==> src/rtl/debounce_scheduler_if.sv <==
// Button-debouncer bus: raw pins in, clean levels/strobes/debug out.
// With DBNC_EVENT_CNT_EN defined the bus also carries o_press_count.
interface debounce_scheduler_if #(
  parameter int N_BTN = 4,
  parameter int CW    = 8
);
  localparam int IW = (N_BTN > 1) ? $clog2(N_BTN) : 1;

  logic [N_BTN-1:0] i_boton;
  logic [N_BTN-1:0] o_salida;
  logic [N_BTN-1:0] o_press;
  logic [N_BTN-1:0] o_release;
  logic             o_busy;
  logic [IW-1:0]    o_idx;
  logic [CW-1:0]    o_conteo;
`ifdef DBNC_EVENT_CNT_EN
  logic [7:0]       o_press_count;
`endif

  modport master (
`ifdef DBNC_EVENT_CNT_EN
    input  o_press_count,
`endif
    output i_boton,
    input  o_salida, o_press, o_release, o_busy, o_idx, o_conteo
  );

  modport slave (
`ifdef DBNC_EVENT_CNT_EN
    output o_press_count,
`endif
    input  i_boton,
    output o_salida, o_press, o_release, o_busy, o_idx, o_conteo
  );
endinterface

==> src/rtl/debounce_scheduler.sv <==
// N-button debouncer sharing one stability counter via a round-robin scheduler.
// Optional DBNC_EVENT_CNT_EN adds a saturating count of committed presses.
module debounce_scheduler #(
  parameter int N_BTN = 4,
  parameter int IMM   = 200,
  parameter int CW    = 8
) (
  input  logic               clk,
  input  logic               reset_n,
  debounce_scheduler_if.slave bus
);
  localparam int IW = (N_BTN > 1) ? $clog2(N_BTN) : 1;
  localparam logic [1:0] S_SCAN   = 2'd0;
  localparam logic [1:0] S_COUNT  = 2'd1;
  localparam logic [1:0] S_COMMIT = 2'd2;
  localparam logic [CW-1:0] LAST  = CW'(IMM - 1);

  logic [N_BTN-1:0] r_sync1, r_sync2;
  logic [N_BTN-1:0] r_salida, r_press, r_release;
  logic [1:0]       r_state;
  logic [IW-1:0]    r_idx, r_ptr;
  logic [CW-1:0]    r_conteo;
`ifdef DBNC_EVENT_CNT_EN
  logic [7:0]       r_press_count;
`endif

  logic [N_BTN-1:0] w_mism;
  logic             w_found;
  logic [IW-1:0]    w_pick;
  logic [IW-1:0]    w_next;

  function automatic logic [7:0] sat_inc8(input logic [7:0] v);
    return (v == 8'hFF) ? v : v + 8'd1;
  endfunction

  assign w_mism = r_sync2 ^ r_salida;
  assign w_next = (r_idx == IW'(N_BTN - 1)) ? '0 : r_idx + IW'(1);

  // Scan from highest offset down so the offset nearest r_ptr wins.
  always_comb begin
    w_found = 1'b0;
    w_pick  = '0;
    for (int j = N_BTN - 1; j >= 0; j--) begin
      int k;
      k = int'(r_ptr) + j;
      if (k >= N_BTN) k = k - N_BTN;
      if (w_mism[IW'(k)]) begin
        w_found = 1'b1;
        w_pick  = IW'(k);
      end
    end
  end

  always_ff @(posedge clk or negedge reset_n) begin
    if (!reset_n) begin
      r_sync1   <= '0;
      r_sync2   <= '0;
      r_salida  <= '0;
      r_press   <= '0;
      r_release <= '0;
      r_state   <= S_SCAN;
      r_idx     <= '0;
      r_ptr     <= '0;
      r_conteo  <= '0;
`ifdef DBNC_EVENT_CNT_EN
      r_press_count <= '0;
`endif
    end else begin
      r_sync1   <= bus.i_boton;
      r_sync2   <= r_sync1;
      r_press   <= '0;
      r_release <= '0;
      case (r_state)
        S_SCAN: begin
          if (w_found) begin
            r_idx    <= w_pick;
            r_conteo <= '0;
            r_state  <= S_COUNT;
          end
        end
        S_COUNT: begin
          // Owner bounced back to its committed level: give up the counter.
          if (!w_mism[r_idx]) begin
            r_conteo <= '0;
            r_ptr    <= w_next;
            r_state  <= S_SCAN;
          end else if (r_conteo == LAST) begin
            r_state  <= S_COMMIT;
          end else begin
            r_conteo <= r_conteo + CW'(1);
          end
        end
        S_COMMIT: begin
          r_salida[r_idx] <= ~r_salida[r_idx];
          if (r_salida[r_idx]) begin
            r_release[r_idx] <= 1'b1;
          end else begin
            r_press[r_idx] <= 1'b1;
`ifdef DBNC_EVENT_CNT_EN
            r_press_count <= sat_inc8(r_press_count);
`endif
          end
          r_ptr    <= w_next;
          r_conteo <= '0;
          r_state  <= S_SCAN;
        end
        default: begin
          r_conteo <= '0;
          r_state  <= S_SCAN;
        end
      endcase
    end
  end

  assign bus.o_salida  = r_salida;
  assign bus.o_press   = r_press;
  assign bus.o_release = r_release;
  assign bus.o_busy    = (r_state != S_SCAN);
  assign bus.o_idx     = r_idx;
  assign bus.o_conteo  = r_conteo;
`ifdef DBNC_EVENT_CNT_EN
  assign bus.o_press_count = r_press_count;
`endif

endmodule

==> src/flat_wrapper.sv <==
// flat-port wrapper written by rule: the top's interface ports become plain ports
module debounce_scheduler_flat 
#(
  parameter int N_BTN = 4,
  parameter int IMM   = 200,
  parameter int CW    = 8
)
  (clk, reset_n, bus_i_boton, bus_o_salida, bus_o_press, bus_o_release, bus_o_busy, bus_o_idx, bus_o_conteo);
  debounce_scheduler_if #(.N_BTN(N_BTN), .CW(CW)) bus_i ();
  input  logic clk;
  input  logic reset_n;
  input wire logic [$bits(bus_i.i_boton)-1:0] bus_i_boton;
  output wire logic [$bits(bus_i.o_salida)-1:0] bus_o_salida;
  output wire logic [$bits(bus_i.o_press)-1:0] bus_o_press;
  output wire logic [$bits(bus_i.o_release)-1:0] bus_o_release;
  output wire logic [$bits(bus_i.o_busy)-1:0] bus_o_busy;
  output wire logic [$bits(bus_i.o_idx)-1:0] bus_o_idx;
  output wire logic [$bits(bus_i.o_conteo)-1:0] bus_o_conteo;
  assign bus_i.i_boton = bus_i_boton;
  assign bus_o_salida = bus_i.o_salida;
  assign bus_o_press = bus_i.o_press;
  assign bus_o_release = bus_i.o_release;
  assign bus_o_busy = bus_i.o_busy;
  assign bus_o_idx = bus_i.o_idx;
  assign bus_o_conteo = bus_i.o_conteo;
  debounce_scheduler #(.N_BTN(N_BTN), .IMM(IMM), .CW(CW)) u_core (.clk(clk), .reset_n(reset_n), .bus(bus_i));
endmodule
==> config.mk <==
export PLATFORM = sky130hd
export DESIGN_NAME = debounce_scheduler_flat
export DESIGN_NICKNAME = d
export VERILOG_FILES = /design/src/rtl/debounce_scheduler_if.sv /design/src/rtl/debounce_scheduler.sv /design/src/flat_wrapper.sv
export SDC_FILE = /design/constraint.sdc
export NUM_CORES = 1
export LEC_CHECK = 0
export ABC_AREA = 1
export CORE_MARGIN = 2
export CORE_UTILIZATION = 57
export DETAILED_ROUTE_END_ITERATION = 12
export GPL_ROUTABILITY_DRIVEN = 0
export PLACE_DENSITY_LB_ADDON = 0.12
export SLEW_MARGIN = 20
export SYNTH_ARGS = -nofsm -noshare
export SYNTH_HDL_FRONTEND = slang
export SYNTH_SLANG_ARGS = --single-unit
==> constraint.sdc <==
create_clock -name clk -period 3.91 [get_ports clk]
set_input_delay 0.9775 -clock clk [delete_from_list [all_inputs] [get_ports clk]]
set_output_delay 0.9775 -clock clk [all_outputs]
set_load 0.01 [all_outputs]
==> insert_results.sql <==
INSERT INTO impl_metrics (metric_group, metric, value, unit) VALUES
('logic_synthesis', 'synth_area_leader', 'dfrtp_1', ''),
('timing', 'tightest_slew', '630', 'ps'),
('critical_path', 'critical_path_cell_list', 'clkdlybuf4s50_1', ''),
('place', 'placement.cell_area', '0.00212', 'mm²'),
('die', 'total_i_o_pin_count', '29', ''),
('timing', 'final-hold-violation-count', '0', ''),
('logic_synthesis', 'mappedNetlistArea', '0.00180', 'mm²'),
('die', 'fp.dieArea', '0.00362', 'mm²'),
('logic_synthesis', 'postSynthAreaPerCell', '8.10', 'µm²'),
('grt', 'globalRouteMet1Util', '31.6', '%'),
('logic_synthesis', 'synth-async-reset-ratio', '100', '%'),
('hold_path', 'min_from', 'u_core.r_sync1[3]', ''),
('pwr', 'p_per_area', '612', 'mW/mm²'),
('clocking', 'holdBufCountCts', '0', ''),
('logic_synthesis', 'synth_ff_type', 'dfrtp_1', ''),
('critical_path', 'worstReg2RegStart', 'u_core.bus.o_conteo[0]', ''),
('logic_synthesis', 'synth_adder_area_share', '3.48', '%'),
('timing', 'worst_slew_margin_rel', '57.6', '%'),
('timing', 'fin_hold_ws', '359', 'ps'),
('place', 'dpl.hpwl', '2710', 'µm'),
('logic_synthesis', 'synth_top_family_by_area', 'simple AND/OR/NAND/NOR gates', ''),
('timing', 'setup_viol', '0', ''),
('timing', 'sum_of_negative_setup_slack', '0', 'ps'),
('timing', 'postLayoutSetupSlackWorst', '1390', 'ps'),
('timing', 'rsz0062_at_grt', 'false', ''),
('timing', 'min_period_over_period', '64.6', '%'),
('route', 'first_pass_iters', '4', ''),
('critical_path', 'critical-path-top-delay-family', 'buffers and inverters', ''),
('die', 'die_x', '60.2', 'µm'),
('grt', 'grt_max_degree', '35', ''),
('clocking', 'cts-htree-levels', '2', ''),
('place', 'dpl_worst_slack', '1760', 'ps'),
('logic_synthesis', 'synth_top_area_share', '47.3', '%'),
('die', 'coreArea', '0.00303', 'mm²'),
('clocking', 'clock_latency', '340', 'ps'),
('die', 'die_height', '60.2', 'µm'),
('logic_synthesis', 'synth-compound-area-share', '4.94', '%'),
('clocking', 'cts_post_setup_buffers_inserted', '0', ''),
('logic_synthesis', 'synthesis.instances', '222', ''),
('timing', 'finalMaxSlewViolations', '0', ''),
('logic_synthesis', 'synthSimpleGateAreaFrac', '34.5', '%'),
('grt', 'globalRouteOverflowTotal', '0', ''),
('pwr', 'vdd.ir_drop.worst', '0.430', 'mV'),
('critical_path', 'reg2reg_to', 'u_core.bus.o_conteo[4]', ''),
('logic_synthesis', 'yosys-mux-area-fraction', '0', '%'),
('grt', 'grt_util_met3', '5.84', '%'),
('critical_path', 'worst_ep_arrival_time', '1550', 'ps'),
('logic_synthesis', 'synth-edff-count', '0', ''),
('logic_synthesis', 'seq_area_frac_synth', '47.3', '%'),
('timing', 'worst_clock_skew', '5.05', 'ps'),
('logic_synthesis', 'synth_cell_type_count', '26', ''),
('critical_path', 'worst_r2r_path_depth', '7', ''),
('clocking', 'clkTransAtPathRegs', '100', 'ps'),
('final_layout', 'num-nets-final', '267', ''),
('grt', 'antenna_violations_before_repair', '0', ''),
('clocking', 'ctsLongestPathBuffers', '2', ''),
('grt', 'grt_first_pass_wirelength', '6220', 'µm'),
('final_layout', 'drive_gt1_share', '11.7', '%'),
('pwr', 'leakage_power_figure', '1.09', 'nW'),
('critical_path', 'endpoint_kind', 'output pin', ''),
('hold_path', 'holdPathStages', '0', ''),
('grt', 'gr-usage-met2', '36.0', '%'),
('run_status', 'result_of_the_run', 'finished clean', ''),
('hold_path', 'holdPathEnd', 'u_core.r_sync2[3]', ''),
('route', 'route.detailed.drc', '0', ''),
('logic_synthesis', 'synth_top_cells_by_count', 'nand2_1, dfrtp_1, nand3_1', ''),
('route', 'via_per_inst', '5.18', ''),
('critical_path', 'cpMaxStageDelayCell', 'clkdlybuf4s50_1', ''),
('clocking', 'clk_root_buffer_cell', 'clkbuf_4', ''),
('logic_synthesis', 'yosys.area_share.xor_xnor', '2.92', '%'),
('clocking', 'cts_repair_resize_count', '0', '');
## layout by cell type, fill, tap and decap left out, types with 5 or more instances in the layout
master           Yosys  layout
nand2_1             62      62
ha_1                 5       5
inv_1               24      24
nand2_2             10      10
dfrtp_1             34      34
nand3_1             26      26
a21oi_1              6       6
clkdlybuf4s50_1      0      28
nor2_1              18      18
clkbuf_4             0       5
## worst max-delay path by stage
stage          cells past startpoint                start      endpoint
6_report                           1  u_core.bus.o_idx[0]  bus_o_idx[0]
5_1_grt                            1  u_core.bus.o_idx[0]  bus_o_idx[0]
4_1_cts                            1  u_core.bus.o_idx[0]  bus_o_idx[0]
3_5_place_dp                       1  u_core.bus.o_idx[0]  bus_o_idx[0]
3_3_place_gp                       1  u_core.bus.o_idx[0]  bus_o_idx[0]
2_1_floorplan                      2    u_core.r_state[0]    bus_o_busy
## flip-flops by register name (all words and copies together), names as in the netlist
register,flops
u_core.r_sync1,4
u_core.bus.o_press,4
u_core.r_sync2,4
u_core.r_state,2
u_core.bus.o_salida,4
u_core.bus.o_release,4
u_core.bus.o_idx,2
u_core.r_ptr,2
u_core.bus.o_conteo,8
## where the power goes
part | switching (mW) | internal (mW)
Combinational | 0.360 | 0.215
Sequential | 0.0686 | 0.390
Clock | 0.119 | 0.217
Total | 0.548 | 0.821
## cell families after synthesis
group,after synthesis
compound gates,16
xor+xnor,6
fa+ha+maj,5
buf+inv,29
flops,34
simple gates,132
## cell type report
class                      count  area [µm²]
clock buffer                   6        51.3
multi-input combinational    159         825
tap                           44        55.1
fill                         232         792
inverter                      27         106
timing repair buffer          29         288
sequential                    34         851
clock inverter                 2        60.1
## routing by layer
metal | share of wire (%) | vias up
li1 | - | 782
met3 | 4.0 | 12
met4 | 2.6 | 0
met1 | 47 | 727
met2 | 47 | 39
met5 | 0 | -
## stage by stage
stage / cells / util [%] / total power [mW]
after floorplan: 222 / - / 0.892
after global placement: 293 / 70.2 / 1.02
after detailed placement: 293 / 70.2 / 1.03
after CTS: 301 / 73.8 / 1.37
after global routing: 301 / 73.8 / 1.48
final: 301 / 73.8 / 1.37
## worst register-to-register path: stages (launching register included)
cell and delay, ps:
dfrtp_1 430, ha_1 240, nand4_1 110, nor4_1 490, nand2_2 220, nand2_4 170
nand2_1 70, nand2_1 60
(Power assumes the default switching activity.)
